`config.mk`:
```
export PLATFORM = sky130hd
export DESIGN_NAME = traffic_phase_scheduler
export DESIGN_NICKNAME = d
export VERILOG_FILES = /design/src/rtl/traffic_phase_scheduler.sv
export SDC_FILE = /design/constraint.sdc
export NUM_CORES = 1
export LEC_CHECK = 0
export ABC_CLOCK_PERIOD_IN_PS = 2290
export CAP_MARGIN = 20
export CORE_MARGIN = 3
export CORE_UTILIZATION = 60
export DETAILED_ROUTE_END_ITERATION = 8
export DONT_BUFFER_PORTS = 1
export HOLD_SLACK_MARGIN = 0.02
export PLACE_DENSITY = 0.76
export RECOVER_POWER = 100
export SKIP_CTS_REPAIR_TIMING = 1
export SLEW_MARGIN = 20
export SYNTH_ARGS = -nofsm -noshare
export SYNTH_HDL_FRONTEND = slang
export SYNTH_SLANG_ARGS = --single-unit
```
`constraint.sdc`:
```
create_clock -name i_clk -period 2.29 [get_ports i_clk]
set_clock_uncertainty 0.05 [all_clocks]
set_input_delay 0.3435 -clock i_clk [delete_from_list [all_inputs] [get_ports i_clk]]
set_output_delay 0.3435 -clock i_clk [all_outputs]
set_load 0.005 [all_outputs]
```
`src/rtl/traffic_phase_scheduler.sv`:
```
// Two-way (NS/EW) intersection phase scheduler: green/yellow/all-red sequencing
// with a tick-gated phase timer, gap-out on idle demand and per-direction max-out.
module traffic_phase_scheduler #(
  parameter int NS_GREEN_MAX = 31,
  parameter int EW_GREEN_MAX = 15,
  parameter int GREEN_MIN    = 4,
  parameter int YELLOW_TIME  = 3,
  parameter int ALLRED_TIME  = 1,
  parameter int CNT_W        = 5
) (
  input  logic             i_clk,
  input  logic             i_rst_n,
  input  logic             i_tick,
  input  logic             i_ns_detect,
  input  logic             i_ew_detect,
  output logic             o_ns_red,
  output logic             o_ns_yellow,
  output logic             o_ns_green,
  output logic             o_ew_red,
  output logic             o_ew_yellow,
  output logic             o_ew_green,
  output logic [2:0]       o_phase,
  output logic [CNT_W-1:0] o_timer,
  output logic             o_phase_done
);

  typedef enum logic [2:0] {
    NS_GREEN  = 3'd0,
    NS_YELLOW = 3'd1,
    ALLRED_A  = 3'd2,
    EW_GREEN  = 3'd3,
    EW_YELLOW = 3'd4,
    ALLRED_B  = 3'd5
  } phase_t;

  localparam logic [CNT_W-1:0] NS_LAST  = CNT_W'(NS_GREEN_MAX - 1);
  localparam logic [CNT_W-1:0] EW_LAST  = CNT_W'(EW_GREEN_MAX - 1);
  localparam logic [CNT_W-1:0] MIN_LAST = CNT_W'(GREEN_MIN - 1);
  localparam logic [CNT_W-1:0] YEL_LAST = CNT_W'(YELLOW_TIME - 1);
  localparam logic [CNT_W-1:0] AR_LAST  = CNT_W'(ALLRED_TIME - 1);
  // lamp vector order: {ns_r, ns_y, ns_g, ew_r, ew_y, ew_g}
  localparam logic [5:0]       LAMP_RST = 6'b001_100;

  phase_t           phase_q, phase_nxt, phase_succ;
  logic [CNT_W-1:0] timer_q, timer_nxt, hold_max;
  logic             done_q, done_nxt;
  logic [5:0]       lamp_q, lamp_nxt;
  logic             leave, illegal;

  always_ff @(posedge i_clk) begin
    if (!i_rst_n) begin
      phase_q <= NS_GREEN;
      timer_q <= '0;
      done_q  <= 1'b0;
      lamp_q  <= LAMP_RST;
    end else begin
      phase_q <= phase_nxt;
      timer_q <= timer_nxt;
      done_q  <= done_nxt;
      lamp_q  <= lamp_nxt;
    end
  end

  // Exit condition, successor and timer ceiling for the current phase.
  // Non-green phases never reach the all-ones ceiling before they exit.
  always_comb begin
    leave      = 1'b0;
    illegal    = 1'b0;
    hold_max   = '1;
    phase_succ = NS_GREEN;
    case (phase_q)
      NS_GREEN: begin
        leave      = i_ew_detect &&
                     (timer_q == NS_LAST || (timer_q >= MIN_LAST && !i_ns_detect));
        hold_max   = NS_LAST;
        phase_succ = NS_YELLOW;
      end
      NS_YELLOW: begin
        leave      = (timer_q == YEL_LAST);
        phase_succ = ALLRED_A;
      end
      ALLRED_A: begin
        leave      = (timer_q == AR_LAST);
        phase_succ = EW_GREEN;
      end
      EW_GREEN: begin
        leave      = i_ns_detect &&
                     (timer_q == EW_LAST || (timer_q >= MIN_LAST && !i_ew_detect));
        hold_max   = EW_LAST;
        phase_succ = EW_YELLOW;
      end
      EW_YELLOW: begin
        leave      = (timer_q == YEL_LAST);
        phase_succ = ALLRED_B;
      end
      ALLRED_B: begin
        leave      = (timer_q == AR_LAST);
        phase_succ = NS_GREEN;
      end
      default: illegal = 1'b1;
    endcase
  end

  // Illegal codes recover without waiting for a tick.
  always_comb begin
    phase_nxt = phase_q;
    timer_nxt = timer_q;
    done_nxt  = 1'b0;
    if (illegal) begin
      phase_nxt = NS_GREEN;
      timer_nxt = '0;
      done_nxt  = 1'b1;
    end else if (i_tick) begin
      if (leave) begin
        phase_nxt = phase_succ;
        timer_nxt = '0;
        done_nxt  = 1'b1;
      end else if (timer_q != hold_max) begin
        timer_nxt = timer_q + 1'b1;
      end
    end
  end

  always_comb begin
    lamp_nxt = 6'b100_100;
    case (phase_nxt)
      NS_GREEN:  lamp_nxt = 6'b001_100;
      NS_YELLOW: lamp_nxt = 6'b010_100;
      EW_GREEN:  lamp_nxt = 6'b100_001;
      EW_YELLOW: lamp_nxt = 6'b100_010;
      default:   lamp_nxt = 6'b100_100;
    endcase
  end

  assign {o_ns_red, o_ns_yellow, o_ns_green, o_ew_red, o_ew_yellow, o_ew_green} = lamp_q;
  assign o_phase      = phase_q;
  assign o_timer      = timer_q;
  assign o_phase_done = done_q;

endmodule

```
# == After elaboration in Yosys (flattened, before gate mapping) ==
# Cells that the tools add are included.
# word_totals
inputBits,5
register_bits,15
elab_cells,47
out_inout_bits,15
# op_classes
n_addsub,1
order_cmp,1
n_mux,12
reduce_logical,17
n_eq_ne,12
# op_table
cell,n
6-bit one-hot mux with 4 select lines,1
3-bit one-hot mux with 5 select lines,1
5-bit 2-to-1 mux,2
5-bit one-hot mux with 2 select lines,1
"3-bit by 2-bit equality test with 1-bit output, second input constant",3
"3-bit equality test, second input constant",3
3-bit 2-to-1 mux,3
"3-bit by 1-bit equality test with 1-bit output, second input constant",2
3-bit logical NOT,2
6-bit OR reduction,1
"5-bit by 1-bit adder with 5-bit output, second input constant",1
"5-bit by 2-bit equality test with 1-bit output, second input constant",1
"5-bit by 4-bit equality test with 1-bit output, second input constant",1
"5-bit equality test, second input constant",1
"5-bit by 2-bit greater-or-equal comparator with 1-bit output, second input constant",1
5-bit logical NOT,1
5-bit != test,1
1-bit logical AND,4
1-bit one-hot mux with 4 select lines,1
2-bit AND reduction,2
2-bit OR reduction,2
1-bit 2-to-1 mux,3
1-bit logical NOT,2
1-bit logical OR,2
2-bit nonzero test,1

# == Logic depth before layout (Yosys ltp) ==
# Gate-level depths: netlist of the first run.
# logic_depth
ltp_word,10
mapped_depth,10

# == Worst setup path after synthesis of the first run ==
# Ideal clock, no wire load.
# synth_timing
path_kind,reg2reg
startpoint,register timer_q[1] (netlist: o_timer[1])
endpoint,register timer_q[2] (netlist: o_timer[2])
path_slack_ns,0.139
required_time_ns,2.152
n_path_buf,1
setup_ns,0.088
stages_incl_launch_ff,9
synth_period_minus_slack_ns,2.151
arrival_time_ns,2.013
path_cell_list,dfxtp_1 inv_1 ha_1 nor4bb_1 a31o_2 o211a_1 or3_4 buf_6 nor4_4
# synth_between
elab_chain_len,7
elab_cells_between_ends,18
cone_classes,add/sub: 1; order compare: 1; eq/ne: 4; mux: 3; reduce/logical: 9
# synth_lines
element,line_no,rtl
"start, declared",45,"logic [CNT_W-1:0] timer_q, timer_nxt, hold_max;"
"start signal, assigned",58,timer_q <= timer_nxt;
5-bit by 2-bit greater-or-equal comparator with 1-bit output,"74, 88",
1-bit logical AND (on tied branches),"88, 74",
1-bit logical OR (on tied branches),"88, 74",
1-bit logical AND (on tied branches),"87, 73",
1-bit one-hot mux with 4 select lines,71,case (phase_q)
2-bit nonzero test (no source line),-,
2-bit AND reduction (no source line),-,
# Several ways; a longest one is shown, not always the timed one. The select of a mux whose other input is x is not followed.
# A chain may end at the register's enable or synchronous reset.

# == Worst setup path in the final report of the first run ==
# layout_timing
startpoint,register timer_q[0] (netlist: o_timer[0])
endpoint,register timer_q[2] (netlist: o_timer[2])
# Same word-level chain as after synthesis.

==> results.ini, run 1 <==
[outcome]
status = finished clean

[layout]
design_area_um2 = 935
design.final.nets = 112
drive_gt1_share_pct = 20.4
final_cells = 118
area_growth_pct = -2.23
layout_commonest_cell = dfxtp_1
diodes = 0
final_cell_mix = dfxtp_1 (15), a21oi_1 (7), nand2_1 (6)

[placed_design]
dp.cells = 114
portBuffers = 0
post_dp_cell_area_um2 = 952
hpwl_um = 1590
routabilityCongestion = 0.889

[floorplanning]
io_pins = 20
num_rows = 13
core_mm2 = 0.00140
dieArea_mm2 = 0.00211
initial_core_util_pct = 68.3
dieHeight_um = 45.9
die_width_um = 45.9

[global_routing]
grt_usage_pct = 23.1
grt_start_max_net_pins = 12
grt_pass1_vias = 772
gr-total-overflow = 0
grt_pass1_wl_um = 3510
antenna_found_initial = 0

[pwr]
vdd_drop_max_mv = 0.300
fin_total_pwr_w = 0.000468
leakagePower_nw = 0.347
p_comb_share_pct = 9.4
clockPowerShare_pct = 33.3
power.internal_w = 0.000350
seqPwrFrac_pct = 57.2
p_sw_share_pct = 25.1
p_switching_w = 0.000118
p_per_area_mw_per_mm2 = 501

[setup_path]
path_class = reg -> reg
cp-end-kind = register
setup.worst_path.end = o_timer[2]$_SDFFE_PN0P_
cp.arrival_ns = 2.30
r2r_setup_slack_ns = 0.13
reg2reg_from = o_timer[0]$_SDFFE_PN0P_
required_ns = 2.42
start_kind = register
worstPathMaxFanout = 6
rr_endpoint = o_timer[2]$_SDFFE_PN0P_
reg2reg_depth = 7
cp-startpoint = o_timer[0]$_SDFFE_PN0P_

[clock_tree]
cts_max_level = 1
cts.sinks = 15
cts_tree = built
clock_latency_ns = 0.29
numCtsBuffers = 3
clk_pin_slew_worst_paths_ns = 0.09
clock_path_buffers = 2
ctsRootBufferMaster = clkbuf_4

[synth]
synth-seq-cells = 15
synth_edf_count = 0
async_flop_share_pct = 0
syn_avg_cell_area_um2 = 9.56
synthesis.instances = 100
syn-cell-area_um2 = 956
seq_area_frac_synth_pct = 31.4
yosys_warnings = 0
yosys_most_used_dff = dfxtp_1
synth.distinct_cells = 50
synth_fp_nets = 108

[timing]
maxSlewViolCount = 0
max-slew-margin-rel_pct = 74.8
worst_pin_slew_ns = 0.378
max_freq_ghz = 0.463
rsz0062_at_grt = false
setup-tns-final_ns = 0
fin_crit_ns = 2.16
hold_viol_final = 0
setup_viol = 0
finalCritPeriodShare_pct = 94.4

[drt]
wire_per_inst_um = 18.9
firstDrtPassIters = 4
ant_nets = 0
wirelength_um = 2230
drc = 0
drt_iter0_drc = 28
vias = 828
viasPerCell = 7.02

[job]
max_cap_viol_count = 0

[min_path]
hp-class = in -> reg

[how the worst min path moves through the flow]
stage / endpoint / slack (ns) / startpoint / depth (start not counted)
finish: o_phase[2]$_SDFF_PN0_ / 0.14 / i_rst_n / 2
detailed placement: o_phase[2]$_SDFF_PN0_ / 0.44 / i_rst_n / 2
global placement: o_phase[2]$_SDFF_PN0_ / 0.43 / i_rst_n / 2
CTS: o_phase[2]$_SDFF_PN0_ / 0.15 / i_rst_n / 2
floorplan: lamp_q[1]$_SDFF_PN0_ / 0.42 / i_rst_n / 2
global route: o_phase_done$_SDFF_PN0_ / 0.15 / i_rst_n / 1
[synthesized netlist by cell type (all sizes together) (2+ instances only)]
master | count | area, um^2
inv | 3 | 11.3
a21oi | 8 | 43.8
o211ai | 2 | 15.0
and3 | 2 | 18.8
nand2 | 7 | 28.8
nor4 | 5 | 61.3
dfxtp | 15 | 300
buf | 6 | 53.8
nor2 | 4 | 15.0
nor3 | 3 | 26.3
or3 | 2 | 18.8
o21ai | 5 | 25.0
ha | 3 | 37.5
nand3 | 5 | 25.0
nand4b | 2 | 17.5
nor3b | 2 | 15.0
[flip-flops by register name (all words and copies together) (netlist names)]
register / cells
o_timer: 5
o_phase_done: 1
o_phase: 3
lamp_q: 6
[area by class of cell]
cell class,count,area [um^2]
Clock buffer,4,26.3
Fill cell,120,464
Inverter,3,11.3
Multi-Input combinational cell,75,537
Sequential cell,15,300
Tap cell,15,18.8
Timing Repair Buffer,6,41.3
[worst max-delay path, cell delays in order (launching register included)]
cell and delay (ns):
dfxtp_1 0.33, buf_4 0.16, ha_1 0.24, a21oi_1 0.18, nand2_2 0.10, and3_2 0.24
or3_4 0.42, nor4_1 0.33
[per-stage QoR]
| step | util (%) | setup WS [ns] | hold WS [ns] |
|---|---|---|---|
| 4_1_cts | 69.9 | 0.0961 | 0.145 |
| 2_1_floorplan | - | 0.139 | 0.415 |
| 3_5_place_dp | 68.1 | 0.112 | 0.442 |
| 6_report | 66.8 | 0.129 | 0.144 |
| 5_1_grt | 66.8 | 0.0640 | 0.146 |
| 3_3_place_gp | 68.1 | 0.211 | 0.432 |
[routing by layer]
metal	vias to the layer above	routed length, um	GRT usage [%]	part of all wire (%)
li1	384	-	-	-
met1	391	986	30.7	44
met2	48	992	34.1	44
met3	5	231	9.49	10
met4	0	22	6.82	0.99
met5	-	0	0	0
[power by group through the flow]
stage	registers [W]	logic (W)	clock network, W
after floorplan	0.000276	0.0000370	0
after global placement	0.000274	0.0000473	0
after detailed placement	0.000274	0.0000489	0
after CTS	0.000268	0.0000488	0.000156
after global routing	0.000268	0.0000495	0.000173
final	0.000268	0.0000442	0.000156
[logic make-up (layout without fill, tap and decap cells)]
family / after synthesis / after routing / synth area share, %
adders and majority gates: 3 / 3 / 3.93
xor gates and xnor gates: 2 / 2 / 1.83
AOI/OAI and AO/OA: 26 / 26 / 20.3
muxes: 2 / 2 / 2.23
DFF: 15 / 15 / 31.4
buffers and inverters: 10 / 13 / 8.24
and+or+nand+nor: 42 / 42 / 32.1
No activity file was read; power rests on OpenSTA's default activity.
==> run 2: changes to the inputs <==
--- a/config.mk
+++ b/config.mk
@@ -5,14 +5,14 @@
 export SDC_FILE = /design/constraint.sdc
 export NUM_CORES = 1
 export LEC_CHECK = 0
-export ABC_CLOCK_PERIOD_IN_PS = 2290
+export ABC_CLOCK_PERIOD_IN_PS = 2760
 export CAP_MARGIN = 20
 export CORE_MARGIN = 3
-export CORE_UTILIZATION = 60
+export CORE_UTILIZATION = 65
 export DETAILED_ROUTE_END_ITERATION = 8
 export DONT_BUFFER_PORTS = 1
 export HOLD_SLACK_MARGIN = 0.02
-export PLACE_DENSITY = 0.76
+export PLACE_DENSITY = 0.81
 export RECOVER_POWER = 100
 export SKIP_CTS_REPAIR_TIMING = 1
 export SLEW_MARGIN = 20
==> constraint.sdc (replaced) <==
create_clock -name i_clk -period 2.76 [get_ports i_clk]
set_clock_uncertainty 0.05 [all_clocks]
set_input_delay 0.414 -clock i_clk [delete_from_list [all_inputs] [get_ports i_clk]]
set_output_delay 0.414 -clock i_clk [all_outputs]
set_load 0.005 [all_outputs]
==> results.ini, run 2 (synthesis gave the netlist of run 1 again) <==
[outcome]
status = finished clean

[clock_tree]
cts.sinks = 15  ; unchanged
cts_max_level = 1  ; unchanged
clk_pin_slew_worst_paths_ns = 0.09  ; about the same
cts_tree = built
clock_path_buffers = 2  ; unchanged
clock_latency_ns = 0.29  ; about the same
numCtsBuffers = 3  ; unchanged
ctsRootBufferMaster = clkbuf_4

[pwr]
power.internal_w = 0.000285  ; -19%
vdd_drop_max_mv = 0.303  ; +0.76%
p_sw_share_pct = 25.4  ; +0.30 points
clockPowerShare_pct = 33.4  ; about the same
p_per_area_mw_per_mm2 = 413  ; -17%
p_comb_share_pct = 7.9  ; -1.5 points
leakagePower_nw = 0.331  ; -4.5%
p_switching_w = 0.0000974  ; -17%
seqPwrFrac_pct = 58.7  ; +1.5 points

[placed_design]
routabilityCongestion = 0.887  ; -0.26%
hpwl_um = 1320  ; -17%
portBuffers = 0  ; unchanged

[floorplanning]
num_rows = 13  ; unchanged
core_mm2 = 0.00133  ; -4.7%
dieArea_mm2 = 0.00197  ; -6.7%
die_width_um = 44.4  ; -3.4%
io_pins = 20  ; unchanged
dieHeight_um = 44.4  ; -3.4%
initial_core_util_pct = 71.7  ; +3.3 points

[drt]
drt_iter0_drc = 44  ; +57%
viasPerCell = 6.88  ; -2.0%
drc = 0  ; unchanged
highest_layer = met4
ant_nets = 0  ; unchanged
wirelength_um = 1790  ; -20%
met3_length_um = 147  ; -36%
wl_met1_um = 875  ; -11%
wire_per_inst_um = 15.9  ; -16%
firstDrtPassIters = 4  ; unchanged
wl_met2_um = 755  ; -24%
vias = 777  ; -6.2%

[timing]
fin_hold_ws_ns = 0.204  ; +0.0603 ns
rsz0062_at_grt = false
hold_viol_final = 0  ; unchanged
max_freq_ghz = 0.411  ; -11%
setup_viol = 0  ; unchanged
finalCritPeriodShare_pct = 88.2  ; -6.1 points
max-slew-margin-rel_pct = 66.0  ; -8.7 points
maxSlewViolCount = 0  ; unchanged
fin_crit_ns = 2.44  ; +0.274 ns
worst_pin_slew_ns = 0.509  ; +0.131 ns
setup-tns-final_ns = 0  ; unchanged

[global_routing]
grt_start_max_net_pins = 16  ; +4
antenna_found_initial = 0  ; unchanged
grt_pass1_vias = 641  ; -17%
grt_pass1_wl_um = 2900  ; -17%
gr-total-overflow = 0  ; unchanged
grt_usage_pct = 19.7  ; -3.4 points

[layout]
drive_gt1_share_pct = 18.4  ; -2.0 points
regMostFlops = lamp_q
area_growth_pct = -3.14
final_cell_mix = dfxtp_1 (15), a21oi_1 (7), nand2_1 (6)
diodes = 0  ; unchanged
design.final.nets = 107  ; -4.5%
layout_commonest_cell = dfxtp_1
largest_register_ffs = 6  ; unchanged

[job]
max_cap_viol_count = 0  ; unchanged

[setup_path]
path_class = reg -> reg
cp_slowest_stage_delay_ns = 0.51  ; +0.09 ns
r2r_setup_slack_ns = 0.32  ; +0.20 ns
cp.arrival_ns = 2.59  ; +0.29 ns
setup.worst_path.end = o_timer[1]$_SDFFE_PN0P_
rr_endpoint = o_timer[1]$_SDFFE_PN0P_
required_ns = 2.91  ; +0.49 ns
reg2reg_from = o_timer[1]$_SDFFE_PN0P_
cp-startpoint = o_timer[1]$_SDFFE_PN0P_
cp-end-kind = register
start_kind = register
critPathSlowestCell = dfxtp_1
reg2reg_depth = 7  ; unchanged
critical_path.cell_chain = inv_1 > ha_1 > nor4bb_1 > a31o_2 > o211a_1 > or3_1 > o32ai_1
worstPathMaxFanout = 9  ; +3

[min_path]
hp-class = in -> reg

[run 2: worst max-delay path, delay by kind of cell, from the launching register on]
family	cells	cell delay, ns
compound gates	3	0.80
fa+ha+maj	1	0.22
buf+inv	1	0.15
flops	1	0.51
simple gates	2	0.62
[run 2: per-layer routing]
layer / vias to the layer above / global-route usage (%)
met2: 38 / 28.2
met1: 357 / 28.0
met4: 0 / 5.42
met5: - / 0
li1: 378 / -
met3: 4 / 6.91
[run 2: cell type report]
class	count	area [um^2]
Inverter	3	11.3
Fill cell	101	408
Clock inverter	1	5.00
Multi-Input combinational cell	75	564
Timing Repair Buffer	1	3.75
Clock buffer	3	22.5
Tap cell	15	18.8
Sequential cell	15	300
[run 2: how the worst min path moves through the flow]
stage | start | end | cells past startpoint
after global routing | i_rst_n | o_phase_done$_SDFF_PN0_ | 1
final | i_rst_n | lamp_q[1]$_SDFF_PN0_ | 2
after global placement | i_rst_n | o_phase[2]$_SDFF_PN0_ | 2
after CTS | i_rst_n | lamp_q[1]$_SDFF_PN0_ | 2
after floorplan | i_rst_n | lamp_q[1]$_SDFF_PN0_ | 2
after detailed placement | i_rst_n | lamp_q[1]$_SDFF_PN0_ | 2
[run 2: power groups by stage]
stage,combinational [W],sequential (W),clock [W]
6_report,0.0000303,0.000225,0.000128
3_5_place_dp,0.0000327,0.000230,0
5_1_grt,0.0000333,0.000226,0.000140
2_1_floorplan,0.0000307,0.000229,0
4_1_cts,0.0000329,0.000225,0.000131
3_3_place_gp,0.0000320,0.000230,0
[run 2: stage by stage]
step | setup slack, ns | util (%) | area [um^2] | power (W) | std cells
after global placement | 0.469 | 68.6 | 915 | 0.000262 | 109
after global routing | 0.141 | 69.4 | 926 | 0.000399 | 113
after CTS | 0.405 | 70.6 | 942 | 0.000389 | 113
after detailed placement | 0.429 | 68.6 | 915 | 0.000263 | 109
after floorplan | 0.609 | - | 956 | 0.000260 | 100
final | 0.325 | 69.4 | 926 | 0.000383 | 113
